===== src/rtl/i2c_frame_pkg.sv =====
// Shared constants and state encoding for the I2C command frame master and its slave
// counterpart.
package i2c_frame_pkg;

  localparam int unsigned FrameWords = 3;
  localparam logic [1:0]  LastWord   = 2'(FrameWords - 1);

  localparam logic [6:0]  SlaveAddrDefault = 7'b0101010;

  typedef enum logic [2:0] {
    StIdle     = 3'd0,
    StLoad     = 3'd1,
    StPulse    = 3'd2,
    StWaitBusy = 3'd3,
    StWaitDone = 3'd4,
    StGap      = 3'd5
  } state_e;

endpackage


===== src/rtl/cycle_timer.sv =====
// Down-counter that holds Count while load_i is high and flags the Count-th cycle after
// load_i drops.
module cycle_timer #(
  parameter int unsigned Count = 1
) (
  input  logic clk_i,
  input  logic rst_ni,
  input  logic load_i,
  output logic done_o
);

  localparam int unsigned Width = (Count < 2) ? 1 : $clog2(Count + 1);
  localparam logic [Width-1:0] Init = Width'(Count);
  localparam logic [Width-1:0] One  = Width'(1);

  logic [Width-1:0] cnt_q, cnt_d;

  always_comb begin
    cnt_d = cnt_q;
    if (load_i) begin
      cnt_d = Init;
    end else if (cnt_q > One) begin
      cnt_d = cnt_q - One;
    end
  end

  always_ff @(posedge clk_i or negedge rst_ni) begin
    if (!rst_ni) begin
      cnt_q <= Init;
    end else begin
      cnt_q <= cnt_d;
    end
  end

  // A zero count behaves like one so the owning state never stalls.
  assign done_o = (cnt_q <= One);

endmodule


===== src/rtl/i2c_cmd_frame_sender.sv =====
// Serialises one command (opcode, arg0, arg1) into three write transactions on an I2C
// master controller.
module i2c_cmd_frame_sender
  import i2c_frame_pkg::*;
#(
  parameter logic [6:0]  SlaveAddr    = SlaveAddrDefault,
  parameter int unsigned EnCycles     = 10,
  parameter int unsigned GapCycles    = 20,
  parameter int unsigned StartTimeout = 255
) (
  input  logic        clk_i,
  input  logic        rst_ni,
  input  logic        cmd_valid_i,
  input  logic [31:0] cmd_opcode_i,
  input  logic [31:0] cmd_arg0_i,
  input  logic [31:0] cmd_arg1_i,
  output logic        cmd_ready_o,
  input  logic        m_ready_i,
  output logic [6:0]  m_addr_o,
  output logic [31:0] m_data_in_o,
  output logic        m_enable_o,
  output logic        m_rw_o,
  output logic        frame_done_o,
  output logic        timeout_err_o,
  output logic [1:0]  word_cnt_o,
  output logic [7:0]  frames_sent_o,
  output logic [2:0]  state_out_o
);

  state_e                       state_q, state_d;
  logic [FrameWords-1:0][31:0]  words_q, words_d;
  logic [31:0]                  data_q, data_d;
  logic                         enable_q, enable_d;
  logic [1:0]                   word_cnt_q, word_cnt_d;
  logic [7:0]                   frames_q, frames_d;
  logic                         frame_done_q, frame_done_d;
  logic                         timeout_q, timeout_d;
  logic                         busy_seen_q, busy_seen_d;
  logic                         cmd_ready;
  logic                         en_done, gap_done, to_done;

  // Each timer holds its reload value outside its own state, so it restarts on every entry.
  cycle_timer #(.Count(EnCycles)) u_en_timer (
    .clk_i  (clk_i),
    .rst_ni (rst_ni),
    .load_i (state_q != StPulse),
    .done_o (en_done)
  );

  cycle_timer #(.Count(GapCycles)) u_gap_timer (
    .clk_i  (clk_i),
    .rst_ni (rst_ni),
    .load_i (state_q != StGap),
    .done_o (gap_done)
  );

  cycle_timer #(.Count(StartTimeout)) u_to_timer (
    .clk_i  (clk_i),
    .rst_ni (rst_ni),
    .load_i (state_q != StWaitBusy),
    .done_o (to_done)
  );

  // The frame_done cycle already sits in IDLE but must not accept a command.
  assign cmd_ready = (state_q == StIdle) && !frame_done_q;

  always_comb begin
    state_d      = state_q;
    words_d      = words_q;
    data_d       = data_q;
    enable_d     = enable_q;
    word_cnt_d   = word_cnt_q;
    frames_d     = frames_q;
    frame_done_d = 1'b0;
    timeout_d    = timeout_q;
    busy_seen_d  = busy_seen_q;

    case (state_q)
      StIdle: begin
        if (cmd_valid_i && cmd_ready) begin
          words_d    = {cmd_arg1_i, cmd_arg0_i, cmd_opcode_i};
          data_d     = cmd_opcode_i;
          word_cnt_d = '0;
          timeout_d  = 1'b0;
          state_d    = StLoad;
        end
      end
      StLoad: begin
        enable_d    = 1'b1;
        busy_seen_d = 1'b0;
        state_d     = StPulse;
      end
      StPulse: begin
        if (!m_ready_i) begin
          busy_seen_d = 1'b1;
        end
        if (en_done) begin
          enable_d = 1'b0;
          state_d  = (busy_seen_q || !m_ready_i) ? StWaitDone : StWaitBusy;
        end
      end
      StWaitBusy: begin
        if (!m_ready_i) begin
          state_d = StWaitDone;
        end else if (to_done) begin
          timeout_d  = 1'b1;
          word_cnt_d = '0;
          state_d    = StIdle;
        end
      end
      StWaitDone: begin
        if (m_ready_i) begin
          if (word_cnt_q == LastWord) begin
            frame_done_d = 1'b1;
            frames_d     = frames_q + 8'd1;
            word_cnt_d   = '0;
            state_d      = StIdle;
          end else begin
            word_cnt_d = word_cnt_q + 2'd1;
            state_d    = StGap;
          end
        end
      end
      StGap: begin
        if (gap_done) begin
          data_d  = words_q[word_cnt_q];
          state_d = StLoad;
        end
      end
      default: state_d = StIdle;
    endcase
  end

  always_ff @(posedge clk_i or negedge rst_ni) begin
    if (!rst_ni) begin
      state_q      <= StIdle;
      words_q      <= '0;
      data_q       <= '0;
      enable_q     <= 1'b0;
      word_cnt_q   <= '0;
      frames_q     <= '0;
      frame_done_q <= 1'b0;
      timeout_q    <= 1'b0;
      busy_seen_q  <= 1'b0;
    end else begin
      state_q      <= state_d;
      words_q      <= words_d;
      data_q       <= data_d;
      enable_q     <= enable_d;
      word_cnt_q   <= word_cnt_d;
      frames_q     <= frames_d;
      frame_done_q <= frame_done_d;
      timeout_q    <= timeout_d;
      busy_seen_q  <= busy_seen_d;
    end
  end

  assign cmd_ready_o   = cmd_ready;
  assign m_addr_o      = SlaveAddr;
  assign m_rw_o        = 1'b0;
  assign m_data_in_o   = data_q;
  assign m_enable_o    = enable_q;
  assign frame_done_o  = frame_done_q;
  assign timeout_err_o = timeout_q;
  assign word_cnt_o    = word_cnt_q;
  assign frames_sent_o = frames_q;
  assign state_out_o   = state_q;

endmodule

===== config.mk =====
export PLATFORM = sky130hd
export DESIGN_NAME = i2c_cmd_frame_sender
export DESIGN_NICKNAME = d
export VERILOG_FILES = /design/src/rtl/i2c_frame_pkg.sv /design/src/rtl/cycle_timer.sv /design/src/rtl/i2c_cmd_frame_sender.sv
export SDC_FILE = /design/constraint.sdc
export NUM_CORES = 1
export LEC_CHECK = 0
export ABC_AREA = 1
export CAP_MARGIN = 0
export CORE_ASPECT_RATIO = 1.75
export CORE_MARGIN = 4
export CORE_UTILIZATION = 54
export CTS_CLUSTER_SIZE = 8
export DETAILED_ROUTE_END_ITERATION = 16
export DONT_BUFFER_PORTS = 1
export MAX_ROUTING_LAYER = met4
export PLACE_DENSITY = 0.79
export SYNTH_ARGS = -nofsm -noshare
export SYNTH_HDL_FRONTEND = slang
export SYNTH_SLANG_ARGS = --single-unit

===== constraint.sdc =====
create_clock -name clk_i -period 3.1 [get_ports clk_i]
set_input_delay 0.155 -clock clk_i [delete_from_list [all_inputs] [get_ports clk_i]]
set_output_delay 0.155 -clock clk_i [all_outputs]
set_load 0.05 [all_outputs]

==> flow_metrics.py <==
metrics = {
    "synth": {
        "synth-warning-count": 0,
        "synth_area_leader_cell": "dfrtp_1",
        "synth_seq_cells": 162,
        "synth_commonest_cells": "nand2_1, dfrtp_1, inv_1",
        "synthMuxAreaShare_pct": 0,
        "synth_fa_ha_area_share_pct": 1.14,
        "synth_edf_count": 0,
        "netlist_area_um2": 7700,
        "yosys-top-cells-area": "dfrtp_1, nand2_1, o21ai_0",
        "synth_flop_cell": "dfrtp_1",
        "ys_async_sr_fraction_pct": 100,
        "syn_area_per_cell_um2": 8.18,
        "yosysMostFrequentCell": "nand2_1",
        "synth.distinct_cells": 40,
        "synth-xor-area-share_pct": 1.02,
        "synth_top_area_share_pct": 48.7,
        "syn-instance-count": 942,
        "synth_top_family_by_area": "simple AND/OR/NAND/NOR gates",
        "seq_area_frac_synth_pct": 52.8,
        "synth_simple_gate_area_share_pct": 23.0,
        "synth_compound_area_share_pct": 12.3,
    },
    "setup_path": {
        "r2r-start": "state_out_o[0]",
        "critPathKind": "flip-flop to flip-flop",
        "r2r-end": "m_data_in_o[20]",
        "reg2reg_slack_ps": 790,
        "worst-endpoint-required_ps": 3430,
        "critical_path.startpoint_type": "flip-flop",
        "r2r_cells": 7,
        "worst-path-max-fanout": 53,
        "worstPathArrival_ps": 2640,
        "endpoint_kind": "flip-flop",
    },
    "run_status": {
        "failed_checks": "hold timing",
        "status": "finished with violations",
    },
    "cts": {
        "holdBufCountCts": 96,
        "clockRootBuffer": "clkbuf_16",
        "cts_buffer_depth": 2,
        "clkSinkCount": 162,
        "cts_tree": "built",
        "h-tree-depth": 4,
        "clk_latency_ps": 410,
        "post_cts_resized": 0,
        "cts_buffers": 17,
        "cts.clk_slew.worst_paths_ps": 70,
        "cts_setup_buffers": 0,
    },
    "timing": {
        "timing.fmax_ghz": 0.433,
        "skew_ps": 12.6,
        "rsz0062_at_grt": "no",
        "max_slew_margin_pct": 44.1,
        "fin_crit_ps": 2310,
        "setup_viol": 0,
        "fin_ws_ps": 790,
        "fin_crit_sh_pct": 74.5,
        "hold_viol": 162,
        "tightest_slew_ps": 835,
        "holdWs_ps": -570,
        "drv_slew": 0,
        "setup_tns_ps": 0,
    },
    "floorplanning": {
        "die_y_um": 166,
        "dieArea_um2": 16300,
        "die_w_um": 98.3,
        "io_pins": 157,
        "start_util_pct": 55.4,
        "rows": 57,
        "core_um2": 13900,
    },
    "pwr": {
        "p_sw_mw": 3.82,
        "clock_power_share_pct": 25.1,
        "seqPwrFrac_pct": 47.0,
        "power.internal_mw": 5.35,
        "power_leakage_nw": 4.60,
        "swShare_pct": 41.7,
        "power_mw": 9.18,
        "p_comb_share_pct": 27.9,
        "ir_drop_uv": 571,
        "power.density_nw_per_um2": 986,
    },
    "cells_and_area": {
        "drive_above_1_share_pct": 7.54,
        "final_nets": 1128,
        "synthToLayoutAreaGrowth_pct": 20.8,
        "design_area_um2": 9310,
    },
    "global_route": {
        "first_global_vias": 6594,
        "grt_usage_pct": 25.4,
        "grt_max_degree": 163,
        "grt_pass1_wl_mm": 32.5,
        "grt_overflow": 0,
        "antenna_found_initial": 1,
    },
    "detailed_routing": {
        "ant_nets": 0,
        "first_pass_iters": 5,
        "drtIter0Drc": 493,
        "vias_per_cell": 5.32,
        "wl_per_cell_um": 16.2,
        "drt_wl_total_mm": 19.6,
        "vias": 6446,
        "remaining_drc_errors": 0,
    },
    "min_path": {
        "min_path_type": "input port to asynchronous set/reset pin",
    },
    "place": {
        "dp_slack_ps": 817,
        "place_area_um2": 7690,
        "port_buffers": 0,
        "hpwl_mm": 11.9,
        "gp_congestion": 0.831,
    },
    "flow_run": {
        "drv_cap": 0,
    },
}
## logic make-up after synthesis
family	Yosys count
compound gates	169
xor+xnor	9
fa+ha+maj	7
buf+inv	158
flops	162
other cells	2
simple gates	435
## stage by stage
stage          std cells  util, %
2_1_floorplan        948        -
3_3_place_gp        1083     55.3
3_5_place_dp        1083     55.3
4_1_cts             1211     66.9
5_1_grt             1212     66.9
6_report            1212     66.9
## registers in the layout, summed over array words and instances, names as in the netlist
name and cells:
u_to_timer.cnt_q 8, timeout_err_o 1, u_en_timer.cnt_q 4, frames_sent_o 8
frame_done_o 1, u_gap_timer.cnt_q 5, state_out_o 3, m_enable_o 1
words_q 96, m_data_in_o 32, busy_seen_q 1, word_cnt_o 2
## cells in the final DEF, fill, tap and decap left out, drive strengths merged, types with 2 or more instances in the layout
master	n
o21bai	3
nor2	23
buf	7
xor2	5
dfstp	12
ha	7
o211ai	2
nand2	366
dlygate4sd3	96
clkinv	3
a21oi	12
nand3	31
bufinv	5
nor3	6
inv	109
clkbuf	23
a22o	2
xnor2	4
nand4	7
o22ai	26
o21a	4
conb	8
dfrtp	150
o21ai	116
a31oi	2
## power groups by stage
stage	logic, mW	clock network, mW	registers, mW
2_1_floorplan	2.13	0	4.17
3_3_place_gp	2.33	0	4.32
3_5_place_dp	2.43	0	4.34
4_1_cts	2.56	2.34	4.31
5_1_grt	2.95	2.43	4.41
6_report	2.56	2.30	4.32
## routing by layer
metal / global-route usage (%) / wire length (um)
met1: 30.1 / 7580
met3: 5.76 / 1410
met5: - / 0
met4: 10.6 / 616
met2: 41.4 / 10000
## worst max-delay path, cell delays in order, from the launching register on
cell     delay (ps)
dfrtp_1         770
nand3_2         200
buf_4           260
nor2_2          200
nor2_4           70
nand2_4         480
nand2_1         110
o21ai_1         110
## layout make-up
type | count | area (um2)
Antenna cell | 1 | 2.50
Clock buffer | 23 | 468
Clock inverter | 9 | 180
Fill cell | 1082 | 4600
Inverter | 109 | 409
Multi-Input combinational cell | 628 | 2930
Sequential cell | 162 | 4070
Tap cell | 177 | 221
Timing Repair Buffer | 103 | 1030
## worst max path at each step
| stage | depth (start not counted) | endpoint | startpoint | slack [ps] |
|---|---|---|---|---|
| global placement | 7 | m_data_in_o[10] | state_out_o[0] | 900 |
| global route | 7 | m_data_in_o[25] | state_out_o[0] | 610 |
| CTS | 7 | m_data_in_o[2] | state_out_o[0] | 790 |
| floorplan | 7 | timeout_err_o | state_out_o[0] | 1220 |
| detailed placement | 7 | m_data_in_o[2] | state_out_o[0] | 820 |
| finish | 7 | m_data_in_o[20] | state_out_o[0] | 790 |
(Power assumes the default switching activity.)
